===== config.mk =====
export PLATFORM = sky130hd
export DESIGN_NAME = fft_ctrl
export DESIGN_NICKNAME = d
export VERILOG_FILES = /design/src/rtl/fft_ctrl.sv
export SDC_FILE = /design/constraint.sdc
export NUM_CORES = 1
export LEC_CHECK = 0
export CORE_MARGIN = 1
export CORE_UTILIZATION = 35
export DETAILED_ROUTE_END_ITERATION = 7
export PLACE_DENSITY = 0.7
export SETUP_SLACK_MARGIN = 0.02
export SLEW_MARGIN = 20
export SYNTH_ARGS = -nofsm -noshare
export SYNTH_HDL_FRONTEND = slang
export SYNTH_SLANG_ARGS = --single-unit
export TNS_END_PERCENT = 10

===== constraint.sdc =====
create_clock -name clk -period 3.1 [get_ports clk]
set_clock_uncertainty 0.15 [all_clocks]
set_input_delay 0.93 -clock clk [delete_from_list [all_inputs] [get_ports clk]]
set_output_delay 0.93 -clock clk [all_outputs]
set_load 0.02 [all_outputs]

===== src/rtl/fft_ctrl.sv =====
// Sequencer between a streaming sample source, an FFT core and a result consumer.
// Frames are N samples in, one compute pass, N results out, with sticky error flags.
module fft_ctrl #(
    parameter int width   = 16,
    parameter int N_2     = 5,
    parameter int TIMEOUT = 84
) (
    input  logic             clk,
    input  logic             reset,
    input  logic             in_valid,
    input  logic [width-1:0] in_data,
    output logic             in_ready,
    output logic             fft_load,
    output logic [width-1:0] fft_rd,
    output logic             fft_start,
    input  logic             fft_done,
    output logic [N_2-1:0]   out_adr,
    output logic             out_valid,
    input  logic             out_ready,
    output logic             out_last,
    output logic             busy,
    output logic             overrun,
    output logic             timeout_err
);

    localparam int CW = $clog2(TIMEOUT + 1);
    localparam logic [N_2-1:0] ONE    = N_2'(1);
    localparam logic [N_2-1:0] LAST   = '1;
    localparam logic [N_2-1:0] PENULT = LAST - ONE;
    localparam logic [CW-1:0]  TLIM   = CW'(TIMEOUT - 1);
    localparam logic [CW-1:0]  CONE   = CW'(1);

    typedef enum logic [1:0] {IDLE, LOAD, COMPUTE, UNLOAD} state_t;

    state_t         state;
    logic [N_2-1:0] scnt;
    logic [N_2-1:0] rcnt;
    logic [CW-1:0]  ccnt;
    logic           rx_open;
    logic           accept;

    // rx_open mirrors IDLE/LOAD; masking with reset keeps in_ready low while reset is held
    assign in_ready = rx_open & ~reset;
    assign accept   = in_valid & in_ready;
    assign fft_load = accept;
    assign fft_rd   = in_data;
    assign out_adr  = rcnt;

    always_ff @(posedge clk or posedge reset) begin
        if (reset) begin
            state       <= IDLE;
            scnt        <= '0;
            rcnt        <= '0;
            ccnt        <= '0;
            rx_open     <= 1'b1;
            fft_start   <= 1'b0;
            out_valid   <= 1'b0;
            out_last    <= 1'b0;
            busy        <= 1'b0;
            overrun     <= 1'b0;
            timeout_err <= 1'b0;
        end else begin
            if (in_valid && (state == COMPUTE || state == UNLOAD))
                overrun <= 1'b1;

            case (state)
                IDLE: begin
                    if (accept) begin
                        scnt  <= scnt + ONE;
                        state <= LOAD;
                        busy  <= 1'b1;
                    end
                end
                LOAD: begin
                    if (accept) begin
                        scnt <= scnt + ONE;
                        if (scnt == LAST) begin
                            state     <= COMPUTE;
                            rx_open   <= 1'b0;
                            fft_start <= 1'b1;
                            ccnt      <= '0;
                        end
                    end
                end
                COMPUTE: begin
                    // ccnt==0 marks the first compute cycle, where a stale done is ignored
                    if (fft_done && ccnt != '0) begin
                        state     <= UNLOAD;
                        fft_start <= 1'b0;
                        out_valid <= 1'b1;
                        out_last  <= 1'b0;
                        rcnt      <= '0;
                    end else if (ccnt == TLIM) begin
                        state       <= IDLE;
                        fft_start   <= 1'b0;
                        busy        <= 1'b0;
                        rx_open     <= 1'b1;
                        timeout_err <= 1'b1;
                    end else begin
                        ccnt <= ccnt + CONE;
                    end
                end
                UNLOAD: begin
                    if (out_ready) begin
                        if (rcnt == LAST) begin
                            state     <= IDLE;
                            out_valid <= 1'b0;
                            out_last  <= 1'b0;
                            busy      <= 1'b0;
                            rx_open   <= 1'b1;
                            rcnt      <= '0;
                        end else begin
                            rcnt     <= rcnt + ONE;
                            out_last <= (rcnt == PENULT);
                        end
                    end
                end
                default: state <= IDLE;
            endcase
        end
    end

endmodule


# Word-level counts from Yosys, hierarchy flattened
# Cells that the tools add are included.
classes:
  addsub: 3
  n_mux: 40
  n_bitwise: 4
  eq_ne: 17
  reduce_logical: 19
op_table:
  columns: ["operator", "n"]
  rows:
  - ["7-bit two-way mux", 4]
  - ["1-bit two-way mux", 18]
  - ["5-bit equality test (second input constant)", 3]
  - ["5-bit two-way mux", 3]
  - ["2-bit two-way mux", 7]
  - ["7-bit case mux with 2 select lines", 1]
  - ["2-bit != test (second input constant)", 6]
  - ["6-bit AND reduction", 2]
  - ["5-bit by 1-bit adder with 5-bit output (second input constant)", 2]
  - ["5-bit case mux with 2 select lines", 1]
  - ["2-bit case mux with 4 select lines", 1]
  - ["4-bit AND reduction", 2]
  - ["7-bit by 1-bit adder with 7-bit output (second input constant)", 1]
  - ["7-bit equality test (second input constant)", 1]
  - ["7-bit AND reduction", 1]
  - ["7-bit nonzero test", 1]
  - ["2-bit by 1-bit != test with 1-bit output (second input constant)", 3]
  - ["1-bit case mux with 2 select lines", 3]
  - ["1-bit case mux with 3 select lines", 2]
  - ["3-bit AND reduction", 2]
  - ["3-bit nonzero test", 2]
  - ["5-bit AND reduction", 1]
  - ["2-bit equality test (second input constant)", 2]
  - ["2-bit nonzero test", 2]
  - ["other kinds (9)", 12]
word_totals:
  ff_bits: 26
  input_bits: 21

# Logic depth before layout (Yosys ltp)
# Gate-level depths: netlist of run 1.
logic_depth:
  depth_word: 5
  ltp_mapped: 7
  mapped_depth_nobuf: 7

# Least setup slack after synthesis of run 1
# OpenSTA, ideal clock, no wires.
synth_timing:
  path_type: "input to output"
  startpoint: "input port reset"
  endpoint: "output port fft_load"
  t_required_ns: 2.020
  t_arrival_ns: 1.573
  path_stages: 2
  setup_slack_ns: 0.447
  path_buffers: 0
  path_cell_list: "nor2b_1 and2_1"
synth_via:
  elab_chain_cells: 3
synth_rtl:
  columns: ["item", "line", "text"]
  rows:
  - ["start: declaration", "9", "input logic reset,"]
  - ["1-bit NOT", "43", "assign in_ready = rx_open & ~reset;"]
  - ["1-bit bitwise AND", "43", null]
  - ["1-bit bitwise AND", "44", "assign accept = in_valid & in_ready;"]
  - ["end: declaration", "13", "output logic fft_load,"]
# Every way passes these cells.

# Final worst setup path of run 1
layout_timing:
  startpoint: "input port reset"
  endpoint: "output port in_ready"
layout_via:
  elab_chain_cells: 2
layout_rtl:
  columns: ["item", "line", "text"]
  rows:
  - ["1-bit NOT", "43", null]
  - ["1-bit bitwise AND", "43", null]
  - ["end: declaration", "12", "output logic in_ready,"]
# Every way passes these cells.

==> results of run 1 <==
[kinds of logic after synthesis]
group,synth area share (%)
and+or+nand+nor,17.4
buffers and inverters,11.6
DFF,42.4
AOI/OAI and AO/OA,11.8
muxes,9.36
adders and majority gates,5.70
xor gates and xnor gates,1.71
[cell usage after synthesis, types with 2 or more instances]
master | number | share of area [%]
nand2b_1 | 3 | 1.2
a21oi_1 | 3 | 0.98
inv_1 | 11 | 2.7
nand3_1 | 8 | 2.6
mux2_4 | 2 | 2.0
o31ai_1 | 2 | 0.98
clkbuf_1 | 2 | 0.49
dfrtp_1 | 25 | 41
nor2b_1 | 3 | 1.2
mux2i_1 | 8 | 5.2
and3_1 | 2 | 0.81
nand4_1 | 5 | 2.0
xnor2_1 | 2 | 1.1
nand3b_1 | 2 | 0.98
a31o_2 | 3 | 1.7
nand2_1 | 9 | 2.2
ha_1 | 7 | 5.7
o21ai_0 | 5 | 1.6
nor4_1 | 2 | 0.81
nor2_1 | 3 | 0.73
buf_4 | 16 | 7.8
mux2_2 | 3 | 2.2
[flip-flops by register name, summed over array words and instances (netlist names)]
register / flops
out_adr: 5
out_valid: 1
ccnt: 7
fft_start: 1
timeout_err: 1
out_last: 1
state: 2
overrun: 1
busy: 1
rx_open: 1
scnt: 5
[power by group]
part	switching [mW]	leakage [nW]	total, mW	internal [mW]
Sequential	0.153	0.318	0.597	0.444
Combinational	0.232	0.432	0.479	0.247
Clock	0.105	0.0228	0.197	0.0921
[per-layer routing]
layer	up-vias	GRT usage, %	part of all wire [%]
met3	6	4.00	3.5
met5	-	0	0
li1	533	-	-
met2	25	25.4	51
met1	533	16.6	44
met4	0	3.91	1.5
[layout by cell type (no fill, tap or decap), types with 2 or more instances in the layout]
cell type         n
clkdlybuf4s50_1  15
o21ai_0           5
buf_4             5
nor2_1            3
nand2b_1          3
a21oi_1           3
inv_1            11
nand3_1           8
nand2_1           9
o31ai_1           2
nor4_1            2
xnor2_1           2
mux2_2            3
clkbuf_8          3
nor2b_1           3
dfrtp_1          25
ha_1              7
and3_1            2
a31o_2            3
mux2i_1           8
nand3b_1          2
mux2_4            2
nand4_1           5
[critical path, delay by kind of cell]
family,cells,cell delay (ps)
buffers and inverters,2,770
AND/OR/NAND/NOR,1,160
[timing repair]
item                       CTS  global route
pin swaps                    0             0
cloned                       0             0
setup endpoints to repair    2             1
gates resized for setup      2             2
[path summary, 6_finish.rpt]
check                            to  slack [ps]  cells after the start
setup / recovery           in_ready         150                      3
hold reg to reg             scnt[3]         340                      1
min in group asynchronous   overrun         820                      3
hold / removal              scnt[3]         340                      1
max in group asynchronous   rx_open        1440                      4
setup reg to reg           state[0]         980                      6
[layout make-up]
cell class / count / area (µm²)
fill: 392 / 2410
inverter: 11 / 41.3
tap: 50 / 62.6
sequential: 26 / 652
clock buffer: 4 / 45.0
multi-input combinational: 93 / 707
timing repair buffer: 22 / 201
==> reports/metrics.cfg, run 1 <==
[logic_synthesis]
yosysUniqueCellTypes=46
synth_edf_count=0
synth_seq_cells=26
synth.yosys.seq_area_share_pct=42.4
synth_area_um2=1540
syn-num-nets=178
async_flop_share_pct=100
syn_area_per_cell_um2=10.2
ys.flop_type=dfrtp_1
yosys_warnings=0
synth_cells=150

[sta]
finalHoldViolations=0
slew_headroom_pct=65.3
rsz0062_at_grt=false
tns_ps=0
layout_setup_ws_ps=153
timing.hold.ws_ps=341
min_period_ps=2950
worstMarginPinSlew_ps=520
period_share_pct=95.1
clock.fmax_ghz=0.339
setup_viol=0
slew_viol_final=0

[layout]
area_growth_pct=11.2
fin_area_um2=1710
layout.cells.non_filler=206
finalNetCount=185
drive_gt1_share_pct=14.1
fin_util_pct=41.5
antenna-diode-count=0

[floorplan]
die_y_um=68.3
ios=50
start_util_pct=37.3
rows=23
core_area_um2=4120
die-area_um2=4660
fp.dieW_um=68.3

[global_route]
grt_overflow_total=0
antenna_found_initial=0
grtUsageTotal_pct=14.3
first_global_vias=1078
grt_pass1_wl_um=4950
grt_max_degree=26

[worst_setup_path]
worstSetupStartpoint=reset
required_ps=2020
startpoint_type=input pin
path_class=input pin to primary output
cp_slowest_cell=clkdlybuf4s50_1
endpoint_kind=primary output
r2r_start=out_adr[1]
critPathMaxStageDelay_ps=420
crit_fanout=2
crit_chain=clkdlybuf4s50_1, nor2b_1, dlygate4sd2_1
cp_data_arrival_time_ps=1870

[drt]
vias=1097
routedWlPerCell_um=13.5
drcViolationCount=0
drtIter0Drc=31
wl_um=2780
viasPerCell=5.33
dr.pass1.iters=4
ant_nets=0

[clock_network]
postCtsSetupBuffers=0
numCtsBuffers=3
cts-root-buf=clkbuf_8
clock_latency_ps=270
clk_pin_slew_ps=80
cts_sinks=26
ctsHoldBuffers=0
tritoncts=built
cts.htree.levels=1
cts_buffer_depth=2

[power]
ir_worst_vdd_uv=360
power.leakage_nw=0.772
power_density_nw_per_um2=745
total_power_mw=1.27

[run_status]
status=finished clean

[place]
hpwlAfterDp_um=2100
port_buffers=17
placed_area_um2=1670
gp_congestion=0.903
post-place-ws_ps=-271
place_inst=202

[worst_hold_path]
worstHoldStart=scnt[3]
hp-class=flip-flop to flip-flop

[run]
max_cap_violations=0

(Power assumes the default switching activity.)
==> run 2, diff against run 1 <==
- MAX_ROUTING_LAYER: default -> met4
==> reports/metrics.cfg, run 2 (same netlist as run 1, synthesis figures left out) <==
[run_status]
status=finished clean

[layout]
largest-register=ccnt
layout.cells.non_filler=206  ; unchanged
area_growth_pct=11.2  ; unchanged
final_cell_mix=dfrtp_1 (25), clkdlybuf4s50_1 (15), inv_1 (11), nand2_1 (9)
drive_gt1_share_pct=14.1  ; unchanged
fin_area_um2=1710  ; unchanged
fin_util_pct=41.5  ; unchanged
final_common_cell=dfrtp_1
antenna-diode-count=0  ; unchanged
finalNetCount=185  ; unchanged
largest_register_ffs=7  ; unchanged

[power]
power.leakage_nw=0.772  ; unchanged
ir_worst_vdd_uv=355  ; -1.2%
total_power_mw=1.27  ; -0.23%
power_density_nw_per_um2=743  ; -0.23%

[global_route]
grt_max_degree=26  ; unchanged
antenna_found_initial=0  ; unchanged
grt_pass1_wl_um=4930  ; -0.28%
grt_overflow_total=0  ; unchanged
grtUsageTotal_pct=14.7  ; +0.38 points
first_global_vias=1080  ; +0.19%

[drt]
dr.pass1.iters=4  ; unchanged
ant_nets=0  ; unchanged
wl_um=2760  ; -0.75%
drcViolationCount=0  ; unchanged
viasPerCell=5.32  ; -0.18%
drtIter0Drc=36  ; +16%
vias=1095  ; -0.18%
routedWlPerCell_um=13.4  ; -0.75%

[clock_network]
postCtsSetupBuffers=0  ; unchanged
numCtsBuffers=3  ; unchanged
cts_buffer_depth=2  ; unchanged
cts-root-buf=clkbuf_8
cts.htree.levels=1  ; unchanged
clk_pin_slew_ps=80  ; about the same
ctsHoldBuffers=0  ; unchanged
cts_sinks=26  ; unchanged
tritoncts=built
clock_latency_ps=270  ; about the same

[sta]
setup_viol=0  ; unchanged
worstMarginPinSlew_ps=520  ; -0.000179 ps
slew_viol_final=0  ; unchanged
rsz0062_at_grt=false
min_period_ps=2950  ; +0.00100 ps
finalHoldViolations=0  ; unchanged
clock.fmax_ghz=0.339  ; unchanged
period_share_pct=95.1  ; about the same
slew_headroom_pct=65.3  ; about the same
timing.hold.ws_ps=339  ; -2.03 ps

[worst_hold_path]
hp-class=flip-flop to flip-flop

[worst_setup_path]
crit_fanout=2  ; unchanged
required_ps=2020  ; about the same
path_class=input pin to primary output
r2r_start=out_adr[1]
endpoint_kind=primary output
crit_end=in_ready
reg2reg_depth=6  ; unchanged
rrSetupSlack_ps=970  ; about the same
cp_data_arrival_time_ps=1870  ; about the same
worstSetupStartpoint=reset
reg2reg_to=state[0]
startpoint_type=input pin

[place]
hpwlAfterDp_um=2100  ; unchanged
placed_area_um2=1670  ; unchanged
place_inst=202  ; unchanged
port_buffers=17  ; unchanged
gp_congestion=0.918  ; +1.7%

[floorplan]
die-area_um2=4660  ; unchanged
start_util_pct=37.3  ; unchanged
core_area_um2=4120  ; unchanged
ios=50  ; unchanged
rows=23  ; unchanged
die_y_um=68.3  ; unchanged
fp.dieW_um=68.3  ; unchanged

[run]
max_cap_violations=0  ; unchanged

-- run 2: final cells by class --
type | count | area, µm²
tap | 50 | 62.6
clock buffer | 4 | 45.0
sequential | 26 | 652
inverter | 11 | 41.3
timing repair buffer | 22 | 201
fill | 392 | 2410
multi-input combinational | 93 | 707
-- run 2: stage by stage --
step	worst slack, ps	setup TNS, ps
floorplan	447	0
global placement	-210	-284
detailed placement	-271	-407
CTS	11.5	0
global route	122	0
finish	153	0
-- run 2: what timing repair did --
| action | 4_1_cts | 5_1_grt |
|---|---|---|
| cloned | 0 | 0 |
| endpoints found under the setup margin | 2 | 1 |
| gates resized for setup | 2 | 2 |
-- run 2: power breakdown --
part           switching (mW)  internal, mW
logic                   0.231         0.247
clock network           0.103        0.0920
registers               0.153         0.444
total                   0.487         0.783
-- run 2: worst max-delay path, stage by stage --
cell and delay (ps):
clkdlybuf4s50_1 420, nor2b_1 160, dlygate4sd2_1 350
-- run 2: worst min path at each step --
stage	from	to	slack, ps	cells past startpoint
floorplan	scnt[3]	scnt[3]	290	1
global placement	overrun	overrun	290	1
detailed placement	timeout_err	timeout_err	320	2
CTS	timeout_err	timeout_err	350	2
global route	overrun	overrun	360	1
finish	scnt[3]	scnt[3]	340	1
-- run 2: per-layer routing --
layer  GRT usage [%]  wire (µm)
met5               -          0
met4            3.91         43
met3            4.00         85
met2            25.4       1440
met1            16.5       1190
==> run 3, diff against run 2 <==
- clock period: 3.1 -> 3.5 ns (I/O delays scaled with it)
==> reports/metrics.cfg, run 3 (same netlist as run 1, synthesis figures left out) <==
[run_status]
status=finished clean

[worst_setup_path]
crit_fanout=2  ; unchanged
cp_num_buf_inv=2  ; unchanged
critPathMaxStageDelay_ps=430  ; about the same
endpoint_kind=primary output
crit_chain=clkdlybuf4s50_1, nor2b_1, and2_1, dlygate4sd2_1
path_class=input pin to primary output
startpoint_type=input pin
cp_data_arrival_time_ps=2130  ; +260 ps
required_ps=2300  ; +280 ps
crit_family=buffers and inverters
cp_slowest_cell=clkdlybuf4s50_1

[global_route]
grt_max_degree=26  ; unchanged
grt_overflow_total=0  ; unchanged
grtUsageTotal_pct=14.1  ; -0.55 points
grt_pass1_wl_um=4750  ; -3.6%
antenna_found_initial=0  ; unchanged
first_global_vias=1058  ; -2.0%

[drt]
routedWlPerCell_um=13.1  ; -2.1%
wl_um=2700  ; -2.1%
ant_nets=0  ; unchanged
viasPerCell=5.35  ; +0.64%
drcViolationCount=0  ; unchanged
dr.pass1.iters=4  ; unchanged
drtIter0Drc=28  ; -22%
vias=1102  ; +0.64%

[floorplan]
start_util_pct=37.3  ; unchanged
die_y_um=68.3  ; unchanged
ios=50  ; unchanged
rows=23  ; unchanged
core_area_um2=4120  ; unchanged
fp.dieW_um=68.3  ; unchanged
die-area_um2=4660  ; unchanged

[sta]
clock.fmax_ghz=0.300
tns_ps=0  ; unchanged
slew_viol_final=0  ; unchanged
period_share_pct=95.2
layout_setup_ws_ps=168  ; +14.2 ps
setup_viol=0  ; unchanged
rsz0062_at_grt=false
slew_headroom_pct=65.6  ; +0.30 points
min_period_ps=3330
finalHoldViolations=0  ; unchanged
worstMarginPinSlew_ps=516  ; -4.44 ps

[clock_network]
clk_pin_slew_ps=80  ; about the same
clock_latency_ps=270  ; about the same
tritoncts=built
numCtsBuffers=3  ; unchanged
cts_sinks=26  ; unchanged
cts_buffer_depth=2  ; unchanged
postCtsSetupBuffers=0  ; unchanged
ctsHoldBuffers=0  ; unchanged
cts.htree.levels=1  ; unchanged
cts-root-buf=clkbuf_8

[layout]
area_growth_pct=12.4
antenna-diode-count=0  ; unchanged
final_cell_mix=dfrtp_1 (25), clkdlybuf4s50_1 (15), inv_1 (11), nand2_1 (9)
fin_util_pct=42.0  ; +0.43 points
n_fill_cell=388  ; -1.0%
largest_register_ffs=7  ; unchanged
largest-register=ccnt
finalNetCount=185  ; unchanged
final_common_cell=dfrtp_1
fin_area_um2=1730  ; +1.0%
drive_gt1_share_pct=14.1  ; unchanged

[run]
max_cap_violations=0  ; unchanged

[place]
port_buffers=17  ; unchanged
hpwlAfterDp_um=2040  ; -3.2%
gp_congestion=0.921  ; +0.29%
placed_area_um2=1670  ; unchanged
post-place-ws_ps=-109  ; +162 ps

[power]
p_switching_uw=436  ; -10%
p_sw_share_pct=37.9  ; -0.45 points
total_power_mw=1.15  ; -9.4%
ir_worst_vdd_uv=339  ; -4.6%
power.internal_uw=715  ; -8.7%
pwr-share-clk_pct=16.9  ; +1.5 points
power_density_nw_per_um2=667  ; -10%
p_seq_share_pct=46.0  ; -1.0 points
power.leakage_nw=0.795  ; +2.9%
pwr-share-comb_pct=37.1  ; -0.5 points

[worst_hold_path]
hp-class=flip-flop to flip-flop

## run 3: stage by stage
step / hold WS [ps] / instances
4_1_cts: 313 / 206
6_report: 308 / 206
3_5_place_dp: 296 / 202
2_1_floorplan: 289 / 150
5_1_grt: 354 / 206
3_3_place_gp: 291 / 202
## run 3: layout make-up
type | instances | area, µm² | share of cell area, %
Multi-Input combinational cell | 93 | 707 | 40.9
Sequential cell | 26 | 652 | 37.8
Inverter | 11 | 41.3 | 2.39
Tap cell | 50 | 62.6 | 3.62
Clock buffer | 4 | 55.1 | 3.19
Timing Repair Buffer | 22 | 209 | 12.1
## run 3: metal layers
metal / track usage [%] / wire (µm)
met2: 24.4 / 1380
met1: 15.8 / 1200
met5: - / 0
met3: 4.00 / 97
met4: 3.91 / 28
## run 3: path summary, 6_finish.rpt
check / from / end / slack, ps / cells past startpoint
min in group asynchronous: reset / overrun / 940 / 3
max in group asynchronous: reset / rx_open / 1730 / 4
hold reg to reg: overrun / overrun / 310 / 1
setup reg to reg: state[1] / out_adr[1] / 1380 / 4
setup / recovery: reset / fft_load / 170 / 4
hold / removal: overrun / overrun / 310 / 1
## run 3: worst reg2reg max path: stages (launching register included)
cell and delay [ps]:
dfrtp_1 600, nor2b_1 500, o211a_1 300, a31o_4 160
mux2_4 300
## run 3: power by group through the flow
stage                     logic, mW  clock network (mW)  registers (mW)
after global placement        0.414                   0           0.528
after detailed placement      0.434                   0           0.534
after floorplan               0.340                   0           0.513
after CTS                     0.434               0.201           0.528
final                         0.427               0.195           0.529
after global routing          0.479               0.215           0.554
## run 3: what timing repair did
action,4_1_cts,5_1_grt
gates resized for setup,1,1
setup endpoints to repair,1,1
hold endpoints to repair,0,0
